### src/rtl/pipeline_pkg.sv
// Shared helpers for the elastic pipeline: width math and stage limits.
package pipeline_pkg;

   // Deepest pipe the design is built for.
   localparam int unsigned MaxStages = 32;

   // Ceiling log2. A value of 0 or 1 gives 0.
   function automatic int unsigned clog2(input int unsigned value);
      int unsigned width;
      width = 0;
      while ((33'd1 << width) < {1'b0, value}) begin
         width++;
      end
      return width;
   endfunction

   // Width of an occupancy counter that must hold 0..stages. It is never narrower than one bit.
   function automatic int unsigned count_width(input int unsigned stages);
      int unsigned width;
      width = clog2(stages + 1);
      return (width < 1) ? 1 : width;
   endfunction

endpackage

### src/rtl/pipeline_stage.sv
// One elastic stage: a data register, its valid bit and its advance term.
module pipeline_stage #(
   parameter int unsigned      Width   = 16,
   parameter logic [Width-1:0] InitVal = '0
) (
   input  logic             clk_i,
   input  logic             sclr_i,
   input  logic             sinit_i,
   input  logic             ce_i,
   input  logic [Width-1:0] data_i,
   input  logic             valid_i,
   input  logic             adv_next_i,
   output logic [Width-1:0] data_o,
   output logic             valid_o,
   output logic             adv_o
);

   logic [Width-1:0] data_d, data_q;
   logic             valid_d, valid_q;

   // A stage may load when it is empty or when its successor moves on (bubble collapse).
   assign adv_o   = ~valid_q | adv_next_i;
   assign data_o  = data_q;
   assign valid_o = valid_q;

   // Next state: clear > init > hold on CE low > advance. An unknown control poisons the state.
   always_comb begin
      data_d  = data_q;
      valid_d = valid_q;
      casez ({sclr_i, sinit_i, ce_i})
         3'b1??: begin
            data_d  = '0;
            valid_d = 1'b0;
         end
         3'b01?: begin
            data_d  = InitVal;
            valid_d = 1'b0;
         end
         3'b001: begin
            if (adv_o) begin
               data_d  = data_i;
               valid_d = valid_i;
            end
         end
         3'b000: begin
            data_d  = data_q;
            valid_d = valid_q;
         end
         default: begin
            data_d  = 'x;
            valid_d = 1'bx;
         end
      endcase
   end

   // State register with synchronous clear.
   always_ff @(posedge clk_i) begin
      if (sclr_i) begin
         data_q  <= '0;
         valid_q <= 1'b0;
      end else begin
         data_q  <= data_d;
         valid_q <= valid_d;
      end
   end

endmodule

### src/rtl/pipeline_elastic.sv
// Elastic delay line with valid/ready backpressure, flush-to-init and occupancy count.
module pipeline_elastic
   import pipeline_pkg::*;
#(
   parameter int unsigned        C_WIDTH       = 16,
   parameter int unsigned        C_PIPE_STAGES = 2,
   parameter logic [C_WIDTH-1:0] C_SINIT_VAL   = '0,
   parameter int unsigned        C_HAS_CE      = 0,
   parameter int unsigned        C_HAS_SINIT   = 0,
   localparam int unsigned       CountWidth    = count_width(C_PIPE_STAGES)
) (
   input  logic                  CLK,
   input  logic                  SCLR,
   input  logic                  CE,
   input  logic                  SINIT,
   input  logic [C_WIDTH-1:0]    D,
   input  logic                  D_VALID,
   output logic                  D_RDY,
   output logic [C_WIDTH-1:0]    Q,
   output logic                  Q_VALID,
   input  logic                  Q_RDY,
   output logic [CountWidth-1:0] COUNT
);

   localparam int unsigned S = C_PIPE_STAGES;

   logic ce_eff;
   logic sinit_eff;

   // Disabled ports behave as if tied to their inactive level.
   assign ce_eff    = (C_HAS_CE != 0) ? CE : 1'b1;
   assign sinit_eff = (C_HAS_SINIT != 0) ? SINIT : 1'b0;

   if (S > MaxStages) begin : g_bad_depth
      $error("pipeline_elastic: C_PIPE_STAGES exceeds MaxStages");
   end

   if (S == 0) begin : g_bypass
      // Pure wires: no state, so clear and flush have nothing to act on.
      logic unused_bypass;
      assign unused_bypass = ^{CLK, SCLR, sinit_eff};

      assign Q       = D;
      assign Q_VALID = D_VALID;
      assign D_RDY   = Q_RDY & ce_eff;
      assign COUNT   = '0;
   end else begin : g_pipe
      // Index 0 is the input side; index S is the output side.
      logic [S:0][C_WIDTH-1:0] chain_data;
      logic [S:0]              chain_valid;
      logic [S:0]              adv;
      logic                    accept;
      logic                    emit;
      logic [CountWidth-1:0]   count_d, count_q;

      assign chain_data[0]  = D;
      assign chain_valid[0] = D_VALID;
      assign adv[S]         = Q_RDY;

      for (genvar n = 0; n < S; n++) begin : g_stage
         pipeline_stage #(
            .Width   (C_WIDTH),
            .InitVal (C_SINIT_VAL)
         ) u_stage (
            .clk_i      (CLK),
            .sclr_i     (SCLR),
            .sinit_i    (sinit_eff),
            .ce_i       (ce_eff),
            .data_i     (chain_data[n]),
            .valid_i    (chain_valid[n]),
            .adv_next_i (adv[n+1]),
            .data_o     (chain_data[n+1]),
            .valid_o    (chain_valid[n+1]),
            .adv_o      (adv[n])
         );
      end

      assign D_RDY   = ce_eff & ~sinit_eff & ~SCLR & adv[0];
      assign Q       = chain_data[S];
      assign Q_VALID = chain_valid[S];
      assign accept  = D_VALID & D_RDY;
      assign emit    = Q_VALID & Q_RDY;
      assign COUNT   = count_q;

      // Occupancy tracks accepts minus transfers out, with the same priority as the stages.
      always_comb begin
         count_d = count_q;
         casez ({SCLR, sinit_eff, ce_eff})
            3'b1??: count_d = '0;
            3'b01?: count_d = '0;
            3'b001: begin
               unique case ({accept, emit})
                  2'b10:   count_d = count_q + CountWidth'(1);
                  2'b01:   count_d = count_q - CountWidth'(1);
                  default: count_d = count_q;
               endcase
            end
            3'b000:  count_d = count_q;
            default: count_d = 'x;
         endcase
      end

      // Occupancy register with synchronous clear.
      always_ff @(posedge CLK) begin
         if (SCLR) begin
            count_q <= '0;
         end else begin
            count_q <= count_d;
         end
      end
   end

endmodule

### config.mk
export PLATFORM = sky130hd
export DESIGN_NAME = pipeline_elastic
export DESIGN_NICKNAME = d
export VERILOG_FILES = /design/src/rtl/pipeline_pkg.sv /design/src/rtl/pipeline_stage.sv /design/src/rtl/pipeline_elastic.sv
export SDC_FILE = /design/constraint.sdc
export NUM_CORES = 1
export LEC_CHECK = 0
export ABC_AREA = 1
export BUFFER_PORTS_ARGS = -buffer_cell sky130_fd_sc_hd__buf_2
export CELL_PAD_IN_SITES_DETAIL_PLACEMENT = 1
export CELL_PAD_IN_SITES_GLOBAL_PLACEMENT = 1
export CORE_ASPECT_RATIO = 1.4
export CORE_MARGIN = 3
export CORE_UTILIZATION = 39
export CTS_BUF_LIST = sky130_fd_sc_hd__clkbuf_8
export DETAILED_ROUTE_END_ITERATION = 8
export GPL_TIMING_DRIVEN = 0
export PLACE_DENSITY = 0.78
export SYNTH_ARGS = -nofsm -noshare
export SYNTH_HDL_FRONTEND = slang
export SYNTH_SLANG_ARGS = --single-unit
### constraint.sdc
create_clock -name CLK -period 1.35 [get_ports CLK]
set_input_delay 0.2025 -clock CLK [delete_from_list [all_inputs] [get_ports CLK]]
set_output_delay 0.2025 -clock CLK [all_outputs]
set_load 0.01 [all_outputs]
---- After elaboration in Yosys (flattened, before gate mapping) ----
Index checks and enable logic that the tools add are counted.
storage, ports and cells
  register bits after elaboration ......... 36
  output and inout port bits .............. 20
  logic and storage cells ................. 35
cells by class
  add/sub/neg operators ................... 2
  equality and inequality tests ........... 5
  muxes and demuxes ....................... 10
  bitwise logic cells ..................... 9
  reduce and logical (&&, ||, !) cells .... 4
operators by type and width
  operator             number
  $mux 16              4
  $reduce_and 2->1     3
  $mux 1               4
  $ne 2x1->1 const B   2
  $not 1->1            4
  $pmux 2 s2           1
  $and 1x1->1          3
  $logic_not 3->1      1
  $ne 3x3->1 const B   1
  $add 2x1->2 const B  1
  $eq 2x1->1 const B   1
  $eq 2x2->1 const B   1
  $mux 2               1
  $or 1x1->1           2
  $sub 2x1->2 const B  1

---- Longest topological paths before layout ----
Gate-level depths: netlist (run 1).
  depth in word-level cells ............... 8
  gate-level depth with buffers ........... 8
  mapped depth without buffers ............ 8

---- Modules after synthesis ----
A second synthesis (run 1) with hierarchy kept.
second synthesis, totals
  cell total of the unflattened synthesis .. 181
  area total of the unflattened synthesis .. 1498.9 µm²
by module, submodules not included
  module            times used  cells each  area each (µm²)  seq. area each (µm²)
  pipeline_stage    2           79          676.9            340.3
  pipeline_elastic  1           23          145.1            40.0

---- Least setup slack after synthesis (run 1) ----
Ideal clock, no wire load.
  kind .................................... register -> register
  start ................................... reg g_pipe.g_stage[1].u_stage.valid_q
  end ..................................... reg g_pipe.count_q[0], in the netlist COUNT[0]
  setup time .............................. 0.113 ns
  arrival ................................. 0.923 ns
  required time ........................... 1.237 ns
  slack ................................... 0.314 ns
  stages on the path, launching flop included .. 7
  buffers on the path ..................... 0
  clock period less this slack ............ 1.036 ns
  cells stage by stage .................... dfxtp_1 -> nand2_1 -> o21a_1 -> nand2_2 -> o21ai_1 -> o21ai_1 -> inv_1
between the ends
  longest elaborated chain between the ends .. 8
  elaborated cells between the ends (all ways) .. 12
  those cells by class .................... eq/ne (3); mux (2); bitwise (6); reduce/logical (1)
ends and longest elaborated chain
  element                                            RTL line                 RTL
  start, declared                                    pipeline_stage.sv:19     logic valid_d, valid_q;
  start signal, assigned                             pipeline_stage.sv:63     valid_q <= valid_d;
  $not 1->1                                          pipeline_stage.sv:22     assign adv_o = ~valid_q | adv_next_i;
  $or 1x1->1 (2 in a row)                            pipeline_stage.sv:22
  $and 1x1->1                                        pipeline_elastic.sv:78   assign D_RDY = ce_eff & ~sinit_eff & ~SCLR & adv[0];
  $and 1x1->1                                        pipeline_elastic.sv:81   assign accept = D_VALID & D_RDY;
  $eq 2x1->1 / $eq 2x2->1 (equally long branches)    pipeline_elastic.sv:92   unique case ({accept, emit})
  $pmux 2 s2 / $ne 3x3->1 (equally long branches)    -
  $mux 2 / $reduce_and 2->1 (equally long branches)  -
  end signal, assigned                               pipeline_elastic.sv:108  count_q <= count_d;
  end, declared                                      pipeline_elastic.sv:54   logic [CountWidth-1:0] count_d, count_q;
Several ways; a longest one is shown, not always the timed one. The select of a mux whose other input is x is not followed.
A chain may end at the register's enable or synchronous reset.

---- Worst setup path after layout (run 1) ----
  start ................................... reg g_pipe.g_stage[1].u_stage.valid_q
  end ..................................... out D_RDY
between the ends
  longest elaborated chain between the ends .. 4
ends and longest elaborated chain
  element                  RTL line                RTL
  $not 1->1                pipeline_stage.sv:22
  $or 1x1->1 (2 in a row)  pipeline_stage.sv:22
  $and 1x1->1              pipeline_elastic.sv:78
  end, declared            pipeline_elastic.sv:18  output logic D_RDY,
Every way passes these cells.

==> results of run 1 <==
==> cell usage after synthesis, types with 3 or more instances <==
cell       n
o21ai_0    7
o21ai_2    9
buf_4     18
a211oi_1  14
inv_2      3
inv_1     20
buf_6      3
nor2_1    20
dfxtp_1   36
nand2_1   24
nand3_1    4
==> flip-flops by register name (all words and copies together), names as in the netlist <==
signal	cells
g_pipe.g_stage.u_stage.data_o	32
COUNT	2
g_pipe.g_stage.u_stage.valid_o	2
==> worst register-to-register path, cell delays in order (launching register included) <==
cell and delay, ns:
dfxtp_2 0.34, buf_4 0.14, nand2_1 0.10, clkinv_1 0.10, nand2_1 0.08, nand2_1 0.05, nand2_1 0.09, nand3_1 0.08
nand2_1 0.06, nor2_1 0.03
==> where the power goes <==
group | internal, mW | leakage [nW] | switching, mW
Clock | 0.343 | 0.0452 | 0.352
Sequential | 1.13 | 0.299 | 0.0319
Combinational | 0.141 | 0.578 | 0.157
==> area by class of cell <==
| class | instances | area [sq um] |
|---|---|---|
| buffer | 22 | 167.7 |
| clock inverter | 2 | 8.758 |
| fill | 459 | 1679 |
| sequential | 36 | 723.2 |
| clock buffer | 5 | 68.82 |
| inverter | 24 | 92.59 |
| timing repair buffer | 42 | 224.0 |
| multi-input combinational | 87 | 489.2 |
| tap | 40 | 50.05 |
==> layer usage <==
metal / share of wire (%) / vias to the layer above
met5: 0 / -
met4: 2.3 / 0
met3: 5.0 / 9
met2: 56 / 30
met1: 36 / 595
li1: - / 620
==> through the flow <==
step | utilization (%) | total power, mW | instance area [sq um] | hold WS, ns
6_report | 52.07 | 2.155 | 1824 | 0.1196
5_1_grt | 52.07 | 2.283 | 1824 | 0.1107
4_1_cts | 52.07 | 2.186 | 1824 | 0.1120
3_5_place_dp | 49.00 | 1.479 | 1717 | 0.4083
3_3_place_gp | 49.00 | 1.459 | 1717 | 0.4029
2_1_floorplan | - | 1.369 | 1471 | 0.3152
==> worst max-delay path by stage <==
stage                                      start  endpoint  slack [ns]  cells after the start
5_1_grt        g_pipe.g_stage[1].u_stage.valid_o     D_RDY        0.07                      4
3_5_place_dp                                SCLR     D_RDY        0.20                      6
2_1_floorplan  g_pipe.g_stage[1].u_stage.valid_o  COUNT[0]        0.31                      6
6_report       g_pipe.g_stage[1].u_stage.valid_o     D_RDY        0.13                      4
4_1_cts        g_pipe.g_stage[1].u_stage.valid_o     D_RDY        0.02                      5
3_3_place_gp   g_pipe.g_stage[1].u_stage.valid_o     D_RDY        0.19                      5
==> logic make-up after synthesis <==
family,synth area share [%]
buffers and inverters,18.28
AOI/OAI and AO/OA,18.11
and+or+nand+nor,14.63
DFF,48.98
==> what timing repair did <==
item	in CTS	in global routing
endpoints found under the setup margin	1	1
resized for setup	4	2
setup buffers	3	0
pin swaps	0	2
==> impl_metrics.json, run 1 <==
{
  "r2r_setup_slack_ns": 0.17,
  "grt_max_degree": 11,
  "cpMaxStageDelayCell": "dfxtp_2",
  "synthTopCellsByArea": "dfxtp_1 (49%), buf_4 (9.2%), a211oi_1 (7.1%)",
  "cp_cell_sequence": "nand3_2 -> nand2_2 -> inv_4 -> buf_6",
  "synth_edf_count": 0,
  "synthesis.area_sq_mm": 0.001471,
  "busiest_layer": "met2",
  "synth.top_cell.area_share_pct": 48.98,
  "yosysTopAreaCell": "dfxtp_1",
  "rows": 25,
  "status": "finished clean",
  "mostFrequentLayoutCell": "buf_2",
  "final_cell_mix": "buf_2 (40), dfxtp_1 (34), nand2_1 (23)",
  "finClkSkew_ns": 0.006492,
  "whs_endpoint": "g_pipe.g_stage[0].u_stage.data_o[12]",
  "fmax_ghz": 0.8185,
  "vias": 1254,
  "arrival_ns": 1.02,
  "startpoint_type": "flip-flop",
  "ctsLongestPathBuffers": 2,
  "rsz0062_at_grt": "false",
  "ant_nets": 0,
  "drive_gt1_share_pct": 41.74,
  "layout_setup_ws_ns": 0.1282,
  "clkTransAtPathRegs_ns": 0.07,
  "clock_sinks": 36,
  "synth_warnings": 0,
  "io_buffers": 39,
  "tns_ns": 0,
  "place.gp.congestion": 0.7169,
  "critPathTopFamily": "flip-flops",
  "worstHoldPathType": "in -> reg",
  "syn_avg_cell_area_sq_um": 8.655,
  "finalCritPeriodShare_pct": 90.50,
  "ys_ff_latch": 36,
  "max_stage_delay_ns": 0.35,
  "finalNonFillerCells": 258,
  "h-tree-depth": 2,
  "die_y_um": 78.68,
  "die_x_um": 57.91,
  "hold_viol": 0,
  "overflow": 0,
  "floorplan.initialDensity_pct": 42.00,
  "reg2reg_depth": 9,
  "dpl.hpwl_um": 2593,
  "syn_nets": 192,
  "setup_viol_count_final": 0,
  "grt_use_met3_pct": 5.428,
  "synth_cell_type_count": 19,
  "crit_required_ns": 1.15,
  "drcViolationCount": 0,
  "power_density_mw_per_mm2": 1181,
  "use_met2_pct": 33.14,
  "first_iter_violations": 7,
  "r2r-start": "g_pipe.g_stage[1].u_stage.valid_o",
  "synthArstFlopShare_pct": 0,
  "grt_pass1_vias": 1409,
  "ys_seq_area_share_pct": 48.98,
  "coreArea_sq_mm": 0.003503,
  "place_inst": 249,
  "pre_cts_ws_ns": 0.1980,
  "grt_pass1_wl_um": 6092,
  "cts_buffers": 5,
  "wl_per_cell_um": 13.53,
  "dr.pass1.iters": 4,
  "cap_violations": 0,
  "p_leak_nw": 0.9223,
  "crit_fanout": 11,
  "dieArea_sq_mm": 0.004556,
  "clk_latency_ns": 0.28,
  "root_buffer": "clkbuf_8",
  "grt_use_met1_pct": 16.90,
  "maxSlewViolCount": 0,
  "post-route-min-period_ns": 1.222,
  "grt_usage_pct": 17.57,
  "end_kind": "output port",
  "cts_tree": "done",
  "via_per_inst": 4.860,
  "n_antenna_cell": 0,
  "nets": 240,
  "reg2reg_to": "COUNT[1]",
  "synth_flop_cell": "dfxtp_1",
  "ir_drop_uv": 819.7,
  "min_from": "D[12]",
  "worst_pin_slew_ns": 0.2372,
  "area_growth_pct": 23.98,
  "syn_inst": 170,
  "crit_buf_inv": 2,
  "max_slew_margin_pct": 84.02,
  "wl_um": 3492,
  "cts_hold_buffers": 0,
  "critPathKind": "reg -> out",
  "antenna_found_initial": 0,
  "pin_count": 42,
  "holdPathStages": 3
}
Note: power is estimated with default switching activity, not from simulation.
==> run 2: changes to the inputs <==
--- a/config.mk
+++ b/config.mk
@@ -5,17 +5,16 @@
 export SDC_FILE = /design/constraint.sdc
 export NUM_CORES = 1
 export LEC_CHECK = 0
-export ABC_AREA = 1
-export BUFFER_PORTS_ARGS = -buffer_cell sky130_fd_sc_hd__buf_2
 export CELL_PAD_IN_SITES_DETAIL_PLACEMENT = 1
 export CELL_PAD_IN_SITES_GLOBAL_PLACEMENT = 1
 export CORE_ASPECT_RATIO = 1.4
 export CORE_MARGIN = 3
-export CORE_UTILIZATION = 39
+export CORE_UTILIZATION = 48
 export CTS_BUF_LIST = sky130_fd_sc_hd__clkbuf_8
 export DETAILED_ROUTE_END_ITERATION = 8
+export DONT_BUFFER_PORTS = 1
 export GPL_TIMING_DRIVEN = 0
-export PLACE_DENSITY = 0.78
+export PLACE_DENSITY = 0.77
 export SYNTH_ARGS = -nofsm -noshare
 export SYNTH_HDL_FRONTEND = slang
 export SYNTH_SLANG_ARGS = --single-unit
==> run 2 against run 1 <==
Net effect: first-iteration DRC count grew to 2.6 times the previous value; sequential power hardly changed; combinational power is 39% lower; clock-buffer cell count stayed put; wire length is 17% lower; synthesized cell count is 15% lower; critical path depth is 1 lower; cell count is 25% lower; core utilization is 6.1 points higher; die area is 21% lower; flip-flop and latch count stayed put; critical path type unchanged.
==> impl_metrics.json, run 2 <==
{
  "h-tree-depth": 2,
  "grt_pass1_vias": 1064,
  "startpoint_type": "flip-flop",
  "worstHoldPathType": "in -> reg",
  "syn_inst": 144,
  "rows": 22,
  "dpl.hpwl_um": 2077,
  "ctsLongestPathBuffers": 2,
  "ys_ff_latch": 36,
  "vias": 1008,
  "rsz0062_at_grt": "true",
  "crit_required_ns": 1.15,
  "n_antenna_cell": 0,
  "cap_violations": 0,
  "io_buffers": 0,
  "antenna_found_initial": 0,
  "tns_ns": 0,
  "whs_endpoint": "g_pipe.g_stage[0].u_stage.valid_o",
  "max_slew_margin_pct": 71.50,
  "wl_um": 2886,
  "drcViolationCount": 0,
  "final_core_util_pct": 58.16,
  "pin_count": 42,
  "final_cell_mix": "dfxtp_1 (35), nand2_1 (32), buf_4 (22)",
  "finClkSkew_ns": 0.002131,
  "place.gp.congestion": 0.7080,
  "syn_avg_cell_area_sq_um": 9.679,
  "cts_hold_buffers": 0,
  "nets": 179,
  "maxSlewViolCount": 0,
  "synth.top_cell.area_share_pct": 51.71,
  "reg2reg_to": "g_pipe.g_stage[0].u_stage.data_o[14]",
  "cts_buffers": 5,
  "synthTopCellsByArea": "dfxtp_1 (52%), a22o_1 (10%), buf_4 (9.2%)",
  "overflow": 0,
  "synth_warnings": 0,
  "fmax_ghz": 0.7622,
  "ir_drop_uv": 785.1,
  "root_buffer": "clkbuf_8",
  "synth_cell_type_count": 22,
  "drive_gt1_share_pct": 26.75,
  "syn_nets": 166,
  "worst_pin_slew_ns": 0.4275,
  "dieArea_sq_mm": 0.003595,
  "end_kind": "output port",
  "reg2reg_depth": 5,
  "p_leak_nw": 0.6735,
  "die_x_um": 51.54,
  "first_iter_violations": 18,
  "yosys-top-cells-count": "dfxtp_1 (36), nand2_1 (32), a21oi_1 (17), buf_4 (17), a22o_1 (16)",
  "die_y_um": 69.76,
  "r2r_setup_slack_ns": 0.05,
  "cts_tree": "done",
  "place_area_sq_mm": 0.001439,
  "synthArstFlopShare_pct": 0,
  "area_growth_pct": 12.57,
  "finalCritPeriodShare_pct": 97.18,
  "r2r-start": "g_pipe.g_stage[1].u_stage.valid_o",
  "clock_sinks": 36,
  "mostFrequentLayoutCell": "dfxtp_1",
  "post-route-min-period_ns": 1.312,
  "coreArea_sq_mm": 0.002698,
  "fillers": 331,
  "grt_max_degree": 11,
  "hold_viol": 0,
  "crit_fanout": 6,
  "clkTransAtPathRegs_ns": 0.06,
  "setup_viol_count_final": 0,
  "holdPathStages": 1,
  "arrival_ns": 1.11,
  "status": "finished clean",
  "p_total_mw": 2.043,
  "min_from": "D_VALID",
  "synth_edf_count": 0,
  "grt_usage_pct": 18.17,
  "synth_flop_cell": "dfxtp_1",
  "synthesis.area_sq_mm": 0.001394,
  "wl_per_cell_um": 14.95,
  "largest_register_ffs": 32,
  "yosysTopAreaCell": "dfxtp_1",
  "final_area_sq_mm": 0.001569,
  "grt_pass1_wl_um": 4919,
  "floorplan.initialDensity_pct": 51.67,
  "ant_nets": 0,
  "critPathKind": "reg -> out",
  "clk_latency_ns": 0.28,
  "synth.most_common_cell": "dfxtp_1",
  "ys_seq_area_share_pct": 51.71,
  "via_per_inst": 5.223,
  "power_density_mw_per_mm2": 1302,
  "dr.pass1.iters": 4
}
-- run 2: cell types whose count changed after synthesis, sizes merged, moves of 2 or more --
cell / change
nand2: +6
inv: -22
nor2: -16
nor2b: +3
a21oi: +17
o21ai: -17
a22o: +16
nand3: -5
a211oi: -16
mux2: +2
-- run 2: timing repair --
item	in CTS	in global routing
setup endpoints to repair	15	9
buffers inserted	5	1
pin swaps	1	1
hold endpoints to repair	0	0
cloned	1	0
resized for setup	3	2
-- run 2: how the worst max path moves through the flow --
stage	start	endpoint	cells after the start	slack (ns)
3_5_place_dp	g_pipe.g_stage[1].u_stage.valid_o	g_pipe.g_stage[0].u_stage.data_o[9]	5	-0.10
2_1_floorplan	g_pipe.g_stage[1].u_stage.valid_o	g_pipe.g_stage[0].u_stage.data_o[12]	6	0.05
4_1_cts	g_pipe.g_stage[1].u_stage.valid_o	D_RDY	3	0.04
3_3_place_gp	g_pipe.g_stage[1].u_stage.valid_o	g_pipe.g_stage[0].u_stage.data_o[6]	5	-0.06
5_1_grt	g_pipe.g_stage[1].u_stage.valid_o	D_RDY	3	-0.02
6_report	g_pipe.g_stage[1].u_stage.valid_o	D_RDY	3	0.04
-- run 2: power by group --
| group | leakage, nW | switching, mW | internal (mW) |
|---|---|---|---|
| clock network | 0.0452 | 0.356 | 0.343 |
| logic | 0.330 | 0.0815 | 0.0994 |
| registers | 0.298 | 0.0418 | 1.12 |
-- run 2: critical path, cell delays in order (launching register included) --
cell and delay, ns:
dfxtp_4 0.37, nor2b_4 0.15, a21oi_4 0.16, buf_6 0.15
-- run 2: stage by stage --
| step | hold slack [ns] | cells | worst slack (ns) |
|---|---|---|---|
| finish | 0.04418 | 193 | 0.03805 |
| global route | 0.03575 | 193 | -0.01746 |
| CTS | 0.03655 | 192 | 0.04433 |
| detailed placement | 0.3267 | 180 | -0.1039 |
| global placement | 0.3143 | 180 | -0.05787 |
| floorplan | 0.3123 | 144 | 0.05327 |
-- run 2: per-layer routing --
metal	vias up	global-route usage, %	routed length (um)
met5	-	0	0
met4	0	6.122	42
met3	5	7.312	231
met2	30	32.01	1510
met1	479	18.86	1102
li1	494	-	-
-- run 2: kinds of logic after synthesis --
group	share of synthesized area (%)
AO/OA/AOI/OAI	18.67
buffers and inverters	13.82
flip-flops	51.71
multiplexers	1.616
AND/OR/NAND/NOR	14.18
-- run 2: area by class of cell --
type | instances | area [sq um] | share of cell area (%)
clock inverters | 2 | 8.758 | 0.5582
clock buffers | 5 | 68.82 | 4.386
plain buffers | 24 | 181.4 | 11.56
well taps | 36 | 45.04 | 2.871
multi-input cells | 82 | 480.5 | 30.62
flip-flops and latches | 36 | 724.4 | 46.17
repair buffers | 7 | 56.30 | 3.589
inverters | 1 | 3.754 | 0.2392
